==> src/rtl/pong_physics_engine.sv <==
// Pong frame-update engine: moves paddles and ball once per vertical-blank rising edge,
// resolves wall bounces, paddle hits and misses, then commits all outputs together.
module pong_physics_engine #(
  parameter int SCREEN_W    = 640,
  parameter int SCREEN_H    = 480,
  parameter int POS_W       = 10,
  parameter int SPEED_W     = 8,
  parameter int SPEED_SHIFT = 5,
  parameter int PADDLE_H    = 40,
  parameter int PADDLE_W    = 8,
  parameter int BALL_SIZE   = 8,
  parameter int PAD0_X      = 16,
  parameter int BALL_SPEED  = 2,
  parameter int MAX_SPEED   = 7,
  parameter int P1_MODE     = 0,
  parameter int AI_STEP     = 3
) (
  input  logic               clk_25MHz,
  input  logic               reset_n,
  input  logic               new_data0,
  input  logic [SPEED_W-1:0] paddle0_speed,
  input  logic               paddle0_dir,
  input  logic               new_data1,
  input  logic [SPEED_W-1:0] paddle1_speed,
  input  logic               paddle1_dir,
  input  logic               vert_blank,
  output logic [POS_W-1:0]   paddle0_pos,
  output logic [POS_W-1:0]   paddle1_pos,
  output logic [POS_W-1:0]   ball_pos_x,
  output logic [POS_W-1:0]   ball_pos_y,
  output logic [3:0]         score0,
  output logic [3:0]         score1,
  output logic               frame_done
);

  localparam int SW = POS_W + 2;
  typedef logic signed [SW-1:0] spos_t;

  localparam spos_t ZERO       = {SW{1'b0}};
  localparam spos_t PAD_MAX    = spos_t'(SCREEN_H - PADDLE_H);
  localparam spos_t PAD_INIT   = spos_t'((SCREEN_H - PADDLE_H) / 2);
  localparam spos_t BALL_X0    = spos_t'((SCREEN_W - BALL_SIZE) / 2);
  localparam spos_t BALL_Y0    = spos_t'((SCREEN_H - BALL_SIZE) / 2);
  localparam spos_t BALL_X_MAX = spos_t'(SCREEN_W - BALL_SIZE);
  localparam spos_t BALL_Y_MAX = spos_t'(SCREEN_H - BALL_SIZE);
  localparam spos_t PAD0_LEFT  = spos_t'(PAD0_X);
  localparam spos_t PAD0_RIGHT = spos_t'(PAD0_X + PADDLE_W);
  localparam spos_t PAD1_LEFT  = spos_t'(SCREEN_W - PAD0_X - PADDLE_W);
  localparam spos_t PAD1_RIGHT = spos_t'(SCREEN_W - PAD0_X);
  localparam spos_t BALL_SZ    = spos_t'(BALL_SIZE);
  localparam spos_t PAD_HT     = spos_t'(PADDLE_H);
  localparam spos_t SERVE_V    = spos_t'(BALL_SPEED);
  localparam spos_t VMAX       = spos_t'(MAX_SPEED);
  localparam spos_t AI_MAX     = spos_t'(AI_STEP);
  localparam spos_t CENTRE_OFS = spos_t'(PADDLE_H / 2 - BALL_SIZE / 2);

  typedef enum logic [2:0] {IDLE, MOVE_PAD, MOVE_BALL, COLLIDE, COMMIT} state_t;

  function automatic spos_t clamp_pad(input spos_t v);
    spos_t r;
    if (v < ZERO) r = ZERO;
    else if (v > PAD_MAX) r = PAD_MAX;
    else r = v;
    return r;
  endfunction

  function automatic spos_t abs_s(input spos_t v);
    return (v < ZERO) ? -v : v;
  endfunction

  function automatic spos_t bump_speed(input spos_t v);
    spos_t inc;
    inc = abs_s(v) + spos_t'(1);
    return (inc > VMAX) ? VMAX : inc;
  endfunction

  function automatic logic [3:0] sat_inc(input logic [3:0] s);
    return (s == 4'd15) ? s : s + 4'd1;
  endfunction

  state_t state_r, state_n;
  logic vb_r, armed_r, rise_s;
  logic [SPEED_W-1:0] vel0_r, vel1_r;
  logic dir0_r, dir1_r;
  spos_t pad0_r, pad1_r, bx_r, by_r, vx_r, vy_r;
  spos_t pad0_n, pad1_n, bx_n, by_n, vx_n, vy_n;
  logic [3:0] s0_r, s1_r, s0_n, s1_n;
  spos_t step0_s, step1_s, ai_diff_s, ai_step_s, bx_mv_s, by_mv_s;
  logic y_ov0_s, y_ov1_s, hit0_s, hit1_s;

  // armed_r blocks a level that was already high when reset released
  assign rise_s    = vert_blank & ~vb_r & armed_r;
  assign step0_s   = spos_t'(vel0_r);
  assign step1_s   = spos_t'(vel1_r);
  assign ai_diff_s = by_r - pad1_r - CENTRE_OFS;
  assign ai_step_s = (abs_s(ai_diff_s) > AI_MAX) ? AI_MAX : abs_s(ai_diff_s);
  assign bx_mv_s   = bx_r + vx_r;
  assign by_mv_s   = by_r + vy_r;
  assign y_ov0_s   = (by_r + BALL_SZ > pad0_r) && (by_r < pad0_r + PAD_HT);
  assign y_ov1_s   = (by_r + BALL_SZ > pad1_r) && (by_r < pad1_r + PAD_HT);
  assign hit0_s    = (vx_r < ZERO) && (bx_r <= PAD0_RIGHT) && (bx_r + BALL_SZ > PAD0_LEFT) && y_ov0_s;
  assign hit1_s    = (vx_r > ZERO) && (bx_r + BALL_SZ >= PAD1_LEFT) && (bx_r < PAD1_RIGHT) && y_ov1_s;

  // Next-state sequencing: one cycle per update phase
  always_comb begin
    state_n = state_r;
    case (state_r)
      IDLE:      state_n = rise_s ? MOVE_PAD : IDLE;
      MOVE_PAD:  state_n = MOVE_BALL;
      MOVE_BALL: state_n = COLLIDE;
      COLLIDE:   state_n = COMMIT;
      COMMIT:    state_n = IDLE;
      default:   state_n = IDLE;
    endcase
  end

  // Per-phase datapath for the internal game state
  always_comb begin
    pad0_n = pad0_r;
    pad1_n = pad1_r;
    bx_n   = bx_r;
    by_n   = by_r;
    vx_n   = vx_r;
    vy_n   = vy_r;
    s0_n   = s0_r;
    s1_n   = s1_r;
    case (state_r)
      MOVE_PAD: begin
        pad0_n = clamp_pad(dir0_r ? pad0_r - step0_s : pad0_r + step0_s);
        if (P1_MODE != 0) pad1_n = clamp_pad(dir1_r ? pad1_r - step1_s : pad1_r + step1_s);
        else pad1_n = clamp_pad((ai_diff_s < ZERO) ? pad1_r - ai_step_s : pad1_r + ai_step_s);
      end
      MOVE_BALL: begin
        bx_n = bx_mv_s;
        if (by_mv_s < ZERO) begin
          by_n = ZERO;
          vy_n = -vy_r;
        end else if (by_mv_s > BALL_Y_MAX) begin
          by_n = BALL_Y_MAX;
          vy_n = -vy_r;
        end else begin
          by_n = by_mv_s;
        end
      end
      COLLIDE: begin
        // hits are checked first so a hit on the edge column never scores
        if (hit0_s) begin
          bx_n = PAD0_RIGHT;
          vx_n = bump_speed(vx_r);
        end else if (hit1_s) begin
          bx_n = PAD1_LEFT - BALL_SZ;
          vx_n = -bump_speed(vx_r);
        end else if (bx_r <= ZERO) begin
          s1_n = sat_inc(s1_r);
          bx_n = BALL_X0;
          by_n = BALL_Y0;
          vx_n = -SERVE_V;
          vy_n = (vy_r < ZERO) ? -SERVE_V : SERVE_V;
        end else if (bx_r >= BALL_X_MAX) begin
          s0_n = sat_inc(s0_r);
          bx_n = BALL_X0;
          by_n = BALL_Y0;
          vx_n = SERVE_V;
          vy_n = (vy_r < ZERO) ? -SERVE_V : SERVE_V;
        end else begin
          vx_n = vx_r;
        end
      end
      default: begin
        vx_n = vx_r;
      end
    endcase
  end

  // FSM state register
  always_ff @(posedge clk_25MHz or negedge reset_n) begin
    if (!reset_n) state_r <= IDLE;
    else state_r <= state_n;
  end

  // Edge detect, command latches and internal game state
  always_ff @(posedge clk_25MHz or negedge reset_n) begin
    if (!reset_n) begin
      vb_r    <= 1'b0;
      armed_r <= 1'b0;
      vel0_r  <= {SPEED_W{1'b0}};
      vel1_r  <= {SPEED_W{1'b0}};
      dir0_r  <= 1'b0;
      dir1_r  <= 1'b0;
      pad0_r  <= PAD_INIT;
      pad1_r  <= PAD_INIT;
      bx_r    <= BALL_X0;
      by_r    <= BALL_Y0;
      vx_r    <= SERVE_V;
      vy_r    <= SERVE_V;
      s0_r    <= 4'd0;
      s1_r    <= 4'd0;
    end else begin
      vb_r    <= vert_blank;
      armed_r <= armed_r | ~vert_blank;
      if (new_data0) begin
        vel0_r <= paddle0_speed >> SPEED_SHIFT;
        dir0_r <= paddle0_dir;
      end
      if (new_data1) begin
        vel1_r <= paddle1_speed >> SPEED_SHIFT;
        dir1_r <= paddle1_dir;
      end
      pad0_r <= pad0_n;
      pad1_r <= pad1_n;
      bx_r   <= bx_n;
      by_r   <= by_n;
      vx_r   <= vx_n;
      vy_r   <= vy_n;
      s0_r   <= s0_n;
      s1_r   <= s1_n;
    end
  end

  // Visible outputs change together, only in COMMIT
  always_ff @(posedge clk_25MHz or negedge reset_n) begin
    if (!reset_n) begin
      paddle0_pos <= PAD_INIT[POS_W-1:0];
      paddle1_pos <= PAD_INIT[POS_W-1:0];
      ball_pos_x  <= BALL_X0[POS_W-1:0];
      ball_pos_y  <= BALL_Y0[POS_W-1:0];
      score0      <= 4'd0;
      score1      <= 4'd0;
      frame_done  <= 1'b0;
    end else begin
      frame_done <= (state_r == COMMIT);
      if (state_r == COMMIT) begin
        paddle0_pos <= pad0_r[POS_W-1:0];
        paddle1_pos <= pad1_r[POS_W-1:0];
        ball_pos_x  <= bx_r[POS_W-1:0];
        ball_pos_y  <= by_r[POS_W-1:0];
        score0      <= s0_r;
        score1      <= s1_r;
      end
    end
  end

endmodule

==> config.mk <==
export PLATFORM = sky130hd
export DESIGN_NAME = pong_physics_engine
export DESIGN_NICKNAME = d
export VERILOG_FILES = /design/src/rtl/pong_physics_engine.sv
export SDC_FILE = /design/constraint.sdc
export NUM_CORES = 1
export LEC_CHECK = 0
export ABC_AREA = 1
export CORE_MARGIN = 1.5
export CORE_UTILIZATION = 47
export CTS_CLUSTER_DIAMETER = 200
export DETAILED_ROUTE_END_ITERATION = 8
export PLACE_DENSITY = 0.66
export SYNTH_ARGS = -nofsm -noshare
export SYNTH_HDL_FRONTEND = slang
export SYNTH_SLANG_ARGS = --single-unit
==> constraint.sdc <==
create_clock -name clk_25MHz -period 6.6 [get_ports clk_25MHz]
set_input_delay 1.32 -clock clk_25MHz [delete_from_list [all_inputs] [get_ports clk_25MHz]]
set_output_delay 1.32 -clock clk_25MHz [all_outputs]
set_load 0.1 [all_outputs]
### Word-level counts from Yosys, hierarchy flattened

Cells that the tools add are included.

* register bits after elaboration: 138
* logic and storage cells: 135

* add/subtract/negate cells: 19
* order comparisons: 22
* eq/ne operators: 11
* multiplexer cells: 36
* bitwise gates (word level): 10
* reductions and logical operators: 17

Operators with widths (number)
* 12-bit two-way mux: 31
* 12-bit by 1-bit less-than comparator with 1-bit output, second input constant: 6
* 12-bit one-hot mux with 2 select lines: 3
* 12-bit negation: 4
* 12-bit adder: 3
* 12-bit by 10-bit > comparator with 1-bit output, second input constant: 3
* 12-bit by 5-bit adder with 12-bit output, second input constant: 2
* 12-bit by 7-bit adder with 12-bit output, second input constant: 2
* 12-bit by 11-bit greater-or-equal comparator with 1-bit output, second input constant: 2
* 12-bit > comparator: 2
* 12-bit less-than comparator: 2
* 12-bit subtractor: 2
* 12-bit by 2-bit adder with 12-bit output, second input constant: 1
* 12-bit by 4-bit adder with 12-bit output: 1
* 12-bit by 1-bit > comparator with 1-bit output, second input constant: 1
* 12-bit by 3-bit > comparator with 1-bit output, second input constant: 1
* 12-bit by 4-bit > comparator with 1-bit output, second input constant: 1
* 12-bit by 6-bit > comparator with 1-bit output, second input constant: 1
* 12-bit by 1-bit <= comparator with 1-bit output, second input constant: 1
* 12-bit by 6-bit <= comparator with 1-bit output, second input constant: 1
* 12-bit by 11-bit less-than comparator with 1-bit output, second input constant: 1
* 3-bit one-hot mux with 4 select lines: 1
* 12-bit by 4-bit subtractor with 12-bit output: 1
* 12-bit by 6-bit subtractor with 12-bit output, second input constant: 1
* other kinds (20): 41

### Logic depth before layout (Yosys ltp)

Gate-level depths: netlist of run 1.

* depth after elaboration: 11
* mapped depth: 43
* gate-level depth less buffers: 43

### Least setup slack after synthesis of run 1

No wires, ideal clock.

* path kind: flip-flop to flip-flop
* start: register pad1_r[1]
* end: register pad1_r[8]
* arrival: 5.430 ns
* data required time: 6.484 ns
* path slack: 1.053 ns
* cell stages (with the launch flop): 39
* path buffers: 1
* clock period less this slack: 5.547 ns
* cell sequence: dfrtp_1 inv_1 ha_1 ha_1 fa_1 nand3_1 nand3_2 nand2_4 nand2_4 nand2_4 nand2_4 nand2_2 nand2_2 buf_6 o21ai_1 nand2_1 nor3_1 nand3_1 (+3 left out) ha_1 o21ai_0 inv_1 fa_1 o21ai_0 a21oi_1 o21bai_1 a21oi_1 o21bai_1 a21o_1 a21oi_1 xnor2_1 nor2_1 nand2_2 nand2_2 nand2_1 nand2_1 nand2_1

* word-level cells in the longest chain between the ends: 11
* elaborated cells between the ends (all ways): 14
* those cells by class: add/sub (5); order compare (4); mux (5)

Ends and longest elaborated chain
* start: declaration: RTL line 85 `spos_t pad0_r, pad1_r, bx_r, by_r, vx_r, vy_r;`
* start signal: assignment: RTL line 210 `pad1_r <= pad1_n;`
* 12-bit subtractor: RTL line 95 `assign ai_diff_s = by_r - pad1_r - CENTRE_OFS;`
* 12-bit by 6-bit subtractor with 12-bit output: RTL line 95
* 12-bit negation / 12-bit by 1-bit less-than comparator with 1-bit output (equally long branches): RTL line 68, 131
* 12-bit two-way mux: RTL line 68 `return (v < ZERO) ? -v : v;`
* 12-bit by 3-bit > comparator with 1-bit output: RTL line 96 `assign ai_step_s = (abs_s(ai_diff_s) > AI_MAX) ? AI_MAX : abs_s(ai_diff_s);`
* 12-bit two-way mux: RTL line 96
* 12-bit adder / 12-bit subtractor (equally long branches): RTL line 131 `else pad1_n = clamp_pad((ai_diff_s < ZERO) ? pad1_r - ai_step_s : pad1_r + ai_step_s);`
* 12-bit two-way mux *: RTL line 131
* 12-bit by 10-bit > comparator with 1-bit output: RTL line 62 `else if (v > PAD_MAX) r = PAD_MAX;`
* 12-bit two-way mux: RTL line 62
* 12-bit two-way mux *: RTL line 61 `if (v < ZERO) r = ZERO;`

Mark *: on every way between the ends. The rest lies on a longest branch, timed or not.
A chain may end at the register's enable or synchronous reset.

### Worst setup path in the final report of run 1

Ends and elaborated chain as after synthesis.

==> impl_metrics.toml, run 1 <==
[final_layout]
n_antenna_cell = 0
instances_no_fill = 1759
fillers = 2068
drive_gt1_frac = 0.0920
syn_to_final_growth_pct = 14.6
num-nets-final = 1610

[clocking]
cts_max_path_buffers = 2
cts_tree = "done"
cts_resized = 0
htree_levels = 4
path_clk_slew_ns = 0.07
clock-root-buffer = "clkbuf_16"
hold_buffers = 0
cts_setup_buffers = 0
cts.sinks = 134
insertion_delay_ns = 0.43
cts_buffers = 17

[global_route]
grt_usage = 0.237
grt_overflow = 0
grt_max_degree = 98
grt_pass1_vias = 9008
grt_pass1_wl_um = 44600
antenna_found_initial = 0

[die]
ios = 72
initial_core_util = 0.480
fp.dieH_um = 153
die_w_um = 153
core_area_um2 = 21900
die_area_um2 = 23300
rows = 54

[sta]
whs_ns = 0.459
hold_viol_final = 0
fin_tns_setup_ns = 0
clock-skew-final_ns = 0.0131
max_freq_mhz = 167
finalMaxSlewViolations = 0
fin_crit_sh = 0.906
worst_pin_slew_ns = 0.996
setup_viol = 0
post-route-min-period_ns = 5.98
rsz0062_at_grt = "false"
slew_headroom = 0.334

[setup_path]
criticalPathCategory = "flip-flop to flip-flop"
worst_r2r_path_depth = 39
slowest_stage = "fa_1"
cp_max_fo = 12
crit_required_ns = 6.91
crit_top_cell = "nand2_1"
crit_path_max_incr_delay_ns = 0.44
critPathLaunchType = "flip-flop"
crit_arrival_ns = 6.29
cp-end-kind = "flip-flop"
r2r_setup_slack_ns = 0.62

[yosys]
syn_nets = 1546
synthCells = 1402
synth_largest_area_cell = "dfrtp_1"
synth_commonest_cells = "313 x nand2_1, 224 x inv_1, 121 x o21ai_0"
synth.top_cell.area_share = 0.219
synth-simple-area-share = 0.232
synth_edf_count = 0
syn_avg_cell_area_um2 = 7.50
synthXorXnorAreaFrac = 0.0648
synth.most_common_cell = "nand2_1"
synth.distinct_cells = 55
synth_top_family_by_area = "simple AND/OR/NAND/NOR gates"
synth-compound-area-share = 0.136
yosysSeqAreaShare = 0.324
netlist_area_um2 = 10500
synthMuxAreaShare = 0.00214
ys_warn_count = 0
synth_area_leaders = "dfrtp_1 22%, ha_1 14%, nand2_1 11%"
ys_async_sr_fraction = 1.00
dominantRegCellSynth = "dfrtp_1"
synthAdderAreaFrac = 0.149
yosys_register_bits = 134

[placed_design]
numPortBuffers = 56
dpl.hpwl_um = 20100
gp_congestion = 0.918
dp.cells = 1727

[routing]
via_count = 9218
drt-initial-drc-count = 547
wire_per_inst_um = 15.0
viasPerCell = 5.24
firstDrtPassIters = 5
final_antenna_net_count = 0
drt_wl_total_um = 26300
drc = 0

[flow_run]
maxCapViolCount = 0

[worst_hold_path]
timing.hold.worst_path_depth = 2
hold_path_class = "flip-flop to flip-flop"

[status]
status = "complete, no violations"
-- cells by family after synthesis --
group / count (synthesis)
compound gates: 249
xor+xnor: 77
fa+ha+maj: 121
buf+inv: 254
flops: 134
mux: 2
simple gates: 565
-- registers in the layout, summed over array words and instances (netlist names) --
register and count:
bx_r 12, vx_r 12, by_r 11, pad0_r 11, pad1_r 11, vy_r 11
ball_pos_x 10, ball_pos_y 10, paddle0_pos 10, paddle1_pos 10, s0_r 4, s1_r 4
score0 4, score1 4, state_r 3, vel0_r 3, armed_r 1, dir0_r 1
frame_done 1, vb_r 1
-- worst max-delay path, delay by kind of cell (launching register included) --
| kind | cells | cell delay (ns) |
|---|---|---|
| adders and majority gates | 5 | 1.68 |
| AOI/OAI and AO/OA | 9 | 1.42 |
| xor gates and xnor gates | 1 | 0.13 |
| and+or+nand+nor | 20 | 1.89 |
| buffers and inverters | 4 | 0.34 |
| DFF | 1 | 0.39 |
-- cell type report --
type                    instances  area [µm²]  area share
clock buffers                  17         425      0.0353
inverters                     233         875      0.0726
well taps                     280         350      0.0291
flip-flops and latches        134        3410       0.283
multi-input cells            1014        6160       0.511
clock inverters                15         198      0.0164
repair buffers                 66         637      0.0529
-- metrics by stage --
stage          setup slack, ns  utilization  instance area (µm²)
3_3_place_gp             0.512        0.522                11400
2_1_floorplan             1.05            -                10500
6_report                 0.622        0.550                12100
3_5_place_dp             0.412        0.522                11400
4_1_cts                  0.376        0.550                12000
5_1_grt                0.00146        0.550                12100
-- worst paths after layout --
path | startpoint | end
worst max-delay path | pad1_r[1]$_DFFE_PN0N_ | pad1_r[8]$_DFFE_PN0N_
worst min-delay path | armed_r$_DFF_PN0_ | armed_r$_DFF_PN0_
worst max register to register | pad1_r[1]$_DFFE_PN0N_ | pad1_r[8]$_DFFE_PN0N_
worst min register to register | armed_r$_DFF_PN0_ | armed_r$_DFF_PN0_
max in group asynchronous | reset_n | bx_r[8]$_DFFE_PN1P_
min in group asynchronous | reset_n | dir0_r$_DFFE_PN0P_
-- per-layer routing --
layer	GRT usage	part of all wire	up-vias
met5	0	0	-
met4	0.0861	0.026	0
met3	0.0375	0.038	49
met2	0.379	0.46	190
met1	0.325	0.48	4277
li1	-	-	4702
-- cells in the final DEF (no fill, tap or decap), types with 9 or more instances in the layout --
cell and n:
nand2_2 12, buf_4 10, dfrtp_1 92, ha_1 114
o22ai_1 12, clkbuf_16 17, nand3_1 65, nor2_1 107
nor3_1 21, nand4_1 11, xnor2_1 19, a21oi_1 44
nand2_1 313, clkdlybuf4s50_1 55, o21ai_1 13, dfstp_2 42
inv_1 223, xor2_1 57, o21ai_0 119, inv_2 9
Power of run 1 is not shown: default switching activity piles up to over one toggle a cycle in this logic, so the estimate is an artifact.
==> run 2: changes to the inputs <==
- CORE_ASPECT_RATIO: not set -> 1.4
==> impl_metrics.toml, run 2 (synthesis gave the netlist of run 1 again) <==
[status]
status = "complete, no violations"

[routing]
viasPerCell = 5.20
drt_wl_total_um = 27400
firstDrtPassIters = 5
drc = 0
wl_met2_um = 14300
final_antenna_net_count = 0
met1_length_um = 11100
via_count = 9286
wl_met3_um = 834
drt-initial-drc-count = 390
highest_layer = "met4"
wire_per_inst_um = 15.4

[final_layout]
fin_util = 0.553
largestRegisters = "bx_r (12), vx_r (12)"
num-nets-final = 1619
syn_to_final_growth_pct = 15.3
layout_commonest_cell = "nand2_1"
layout_common_cells = "312 x nand2_1, 222 x inv_1, 119 x o21ai_0"
drive_gt1_frac = 0.101
fillers = 2117
multi_input_area_um2 = 6190
n_antenna_cell = 0
regArea_um2 = 3410
fin_area_um2 = 12100

[worst_hold_path]
hold_path_class = "flip-flop to flip-flop"
hp-start = "armed_r$_DFF_PN0_"

[setup_path]
cp-end-kind = "flip-flop"
startpoint = "pad1_r[2]$_DFFE_PN1N_"
crit_arrival_ns = 6.54
crit_path_max_incr_delay_ns = 0.55
slowest_stage = "dfstp_2"
criticalPathCategory = "flip-flop to flip-flop"
cp_max_fo = 5
crit_top_cell = "nand2_1"
timing.rr.start = "pad1_r[2]$_DFFE_PN1N_"
crit_required_ns = 6.92
critPathLaunchType = "flip-flop"

[die]
die_w_um = 129
ios = 72
rows = 64
fp.dieH_um = 180
die_area_um2 = 23300
core_area_um2 = 21900
initial_core_util = 0.479

[global_route]
grt_pass1_vias = 9297
grt_overflow = 0
grt_max_degree = 96
grt_pass1_wl_um = 44800
grt_usage = 0.247
antenna_found_initial = 0

[sta]
setup_viol = 0
clock-skew-final_ns = 0.0140
worst_pin_slew_ns = 1.05
max_freq_mhz = 161
slew_headroom = 0.299
hold_viol_final = 0
finalMaxSlewViolations = 0
fin_crit_sh = 0.942
post-route-min-period_ns = 6.22

[clocking]
cts_max_path_buffers = 2
insertion_delay_ns = 0.44
cts_buffers = 17
cts.sinks = 134
clock-root-buffer = "clkbuf_16"
path_clk_slew_ns = 0.06
cts_tree = "done"
hold_buffers = 0
htree_levels = 4

[flow_run]
maxCapViolCount = 0

[placed_design]
gp_congestion = 0.914
dpl.hpwl_um = 21200
numPortBuffers = 56
placed_cell_area_um2 = 11500
-- run 2: worst paths after layout --
| check | end | slack [ns] | depth (start not counted) |
|---|---|---|---|
| hold / removal | armed_r$_DFF_PN0_ | 0.45 | 2 |
| min in group asynchronous | paddle1_pos[0]$_DFFE_PN0P_ | 0.82 | 1 |
| max in group asynchronous | vy_r[8]$_DFFE_PN0P_ | 4.38 | 2 |
| hold reg to reg | armed_r$_DFF_PN0_ | 0.45 | 2 |
| setup reg to reg | pad1_r[5]$_DFFE_PN0N_ | 0.38 | 37 |
| setup / recovery | pad1_r[5]$_DFFE_PN0N_ | 0.38 | 37 |
-- run 2: layer usage --
| layer | global-route usage | vias to the layer above |
|---|---|---|
| met4 | 0.125 | 0 |
| met5 | 0 | - |
| met1 | 0.267 | 4348 |
| met2 | 0.456 | 175 |
| met3 | 0.0363 | 70 |
| li1 | - | 4693 |
-- run 2: through the flow --
step           TNS, ns  hold slack, ns  setup slack [ns]  instances
3_5_place_dp         0           0.443            0.0471       1749
5_1_grt         -0.186           0.482           -0.0705       1785
3_3_place_gp         0           0.439             0.238       1749
4_1_cts              0           0.458            0.0267       1781
2_1_floorplan        0           0.427              1.05       1402
6_report             0           0.454             0.381       1785
-- run 2: final cells by class --
type	instances	share of cell area
Multi-Input combinational cell	1014	0.511
Sequential cell	134	0.281
Inverter	233	0.0721
Timing Repair Buffer	75	0.0581
Clock buffer	22	0.0366
Tap cell	297	0.0306
Clock inverter	10	0.0109
-- run 2: timing repair --
item,in CTS,in global routing
resized for setup,0,15
endpoints found under the setup margin,0,9
setup buffers,0,4
-- run 2: worst max-delay path: cells and delay by family (launching register included) --
family          cells  cell delay [ns]
xor+xnor            1             0.12
flops               1             0.55
simple gates       17             2.09
fa+ha+maj           4             1.45
buf+inv             6             0.56
compound gates      9             1.32
Power of run 2 is left out for the same reason.
==> run 3: changes to the inputs <==
- CTS_CLUSTER_DIAMETER: 200 -> 80
- CTS_CLUSTER_SIZE: not set -> 25
==> results of run 3 <==
Final layout, timing and power as in run 2 (identical DEF).
Power of run 3 is left out for the same reason.
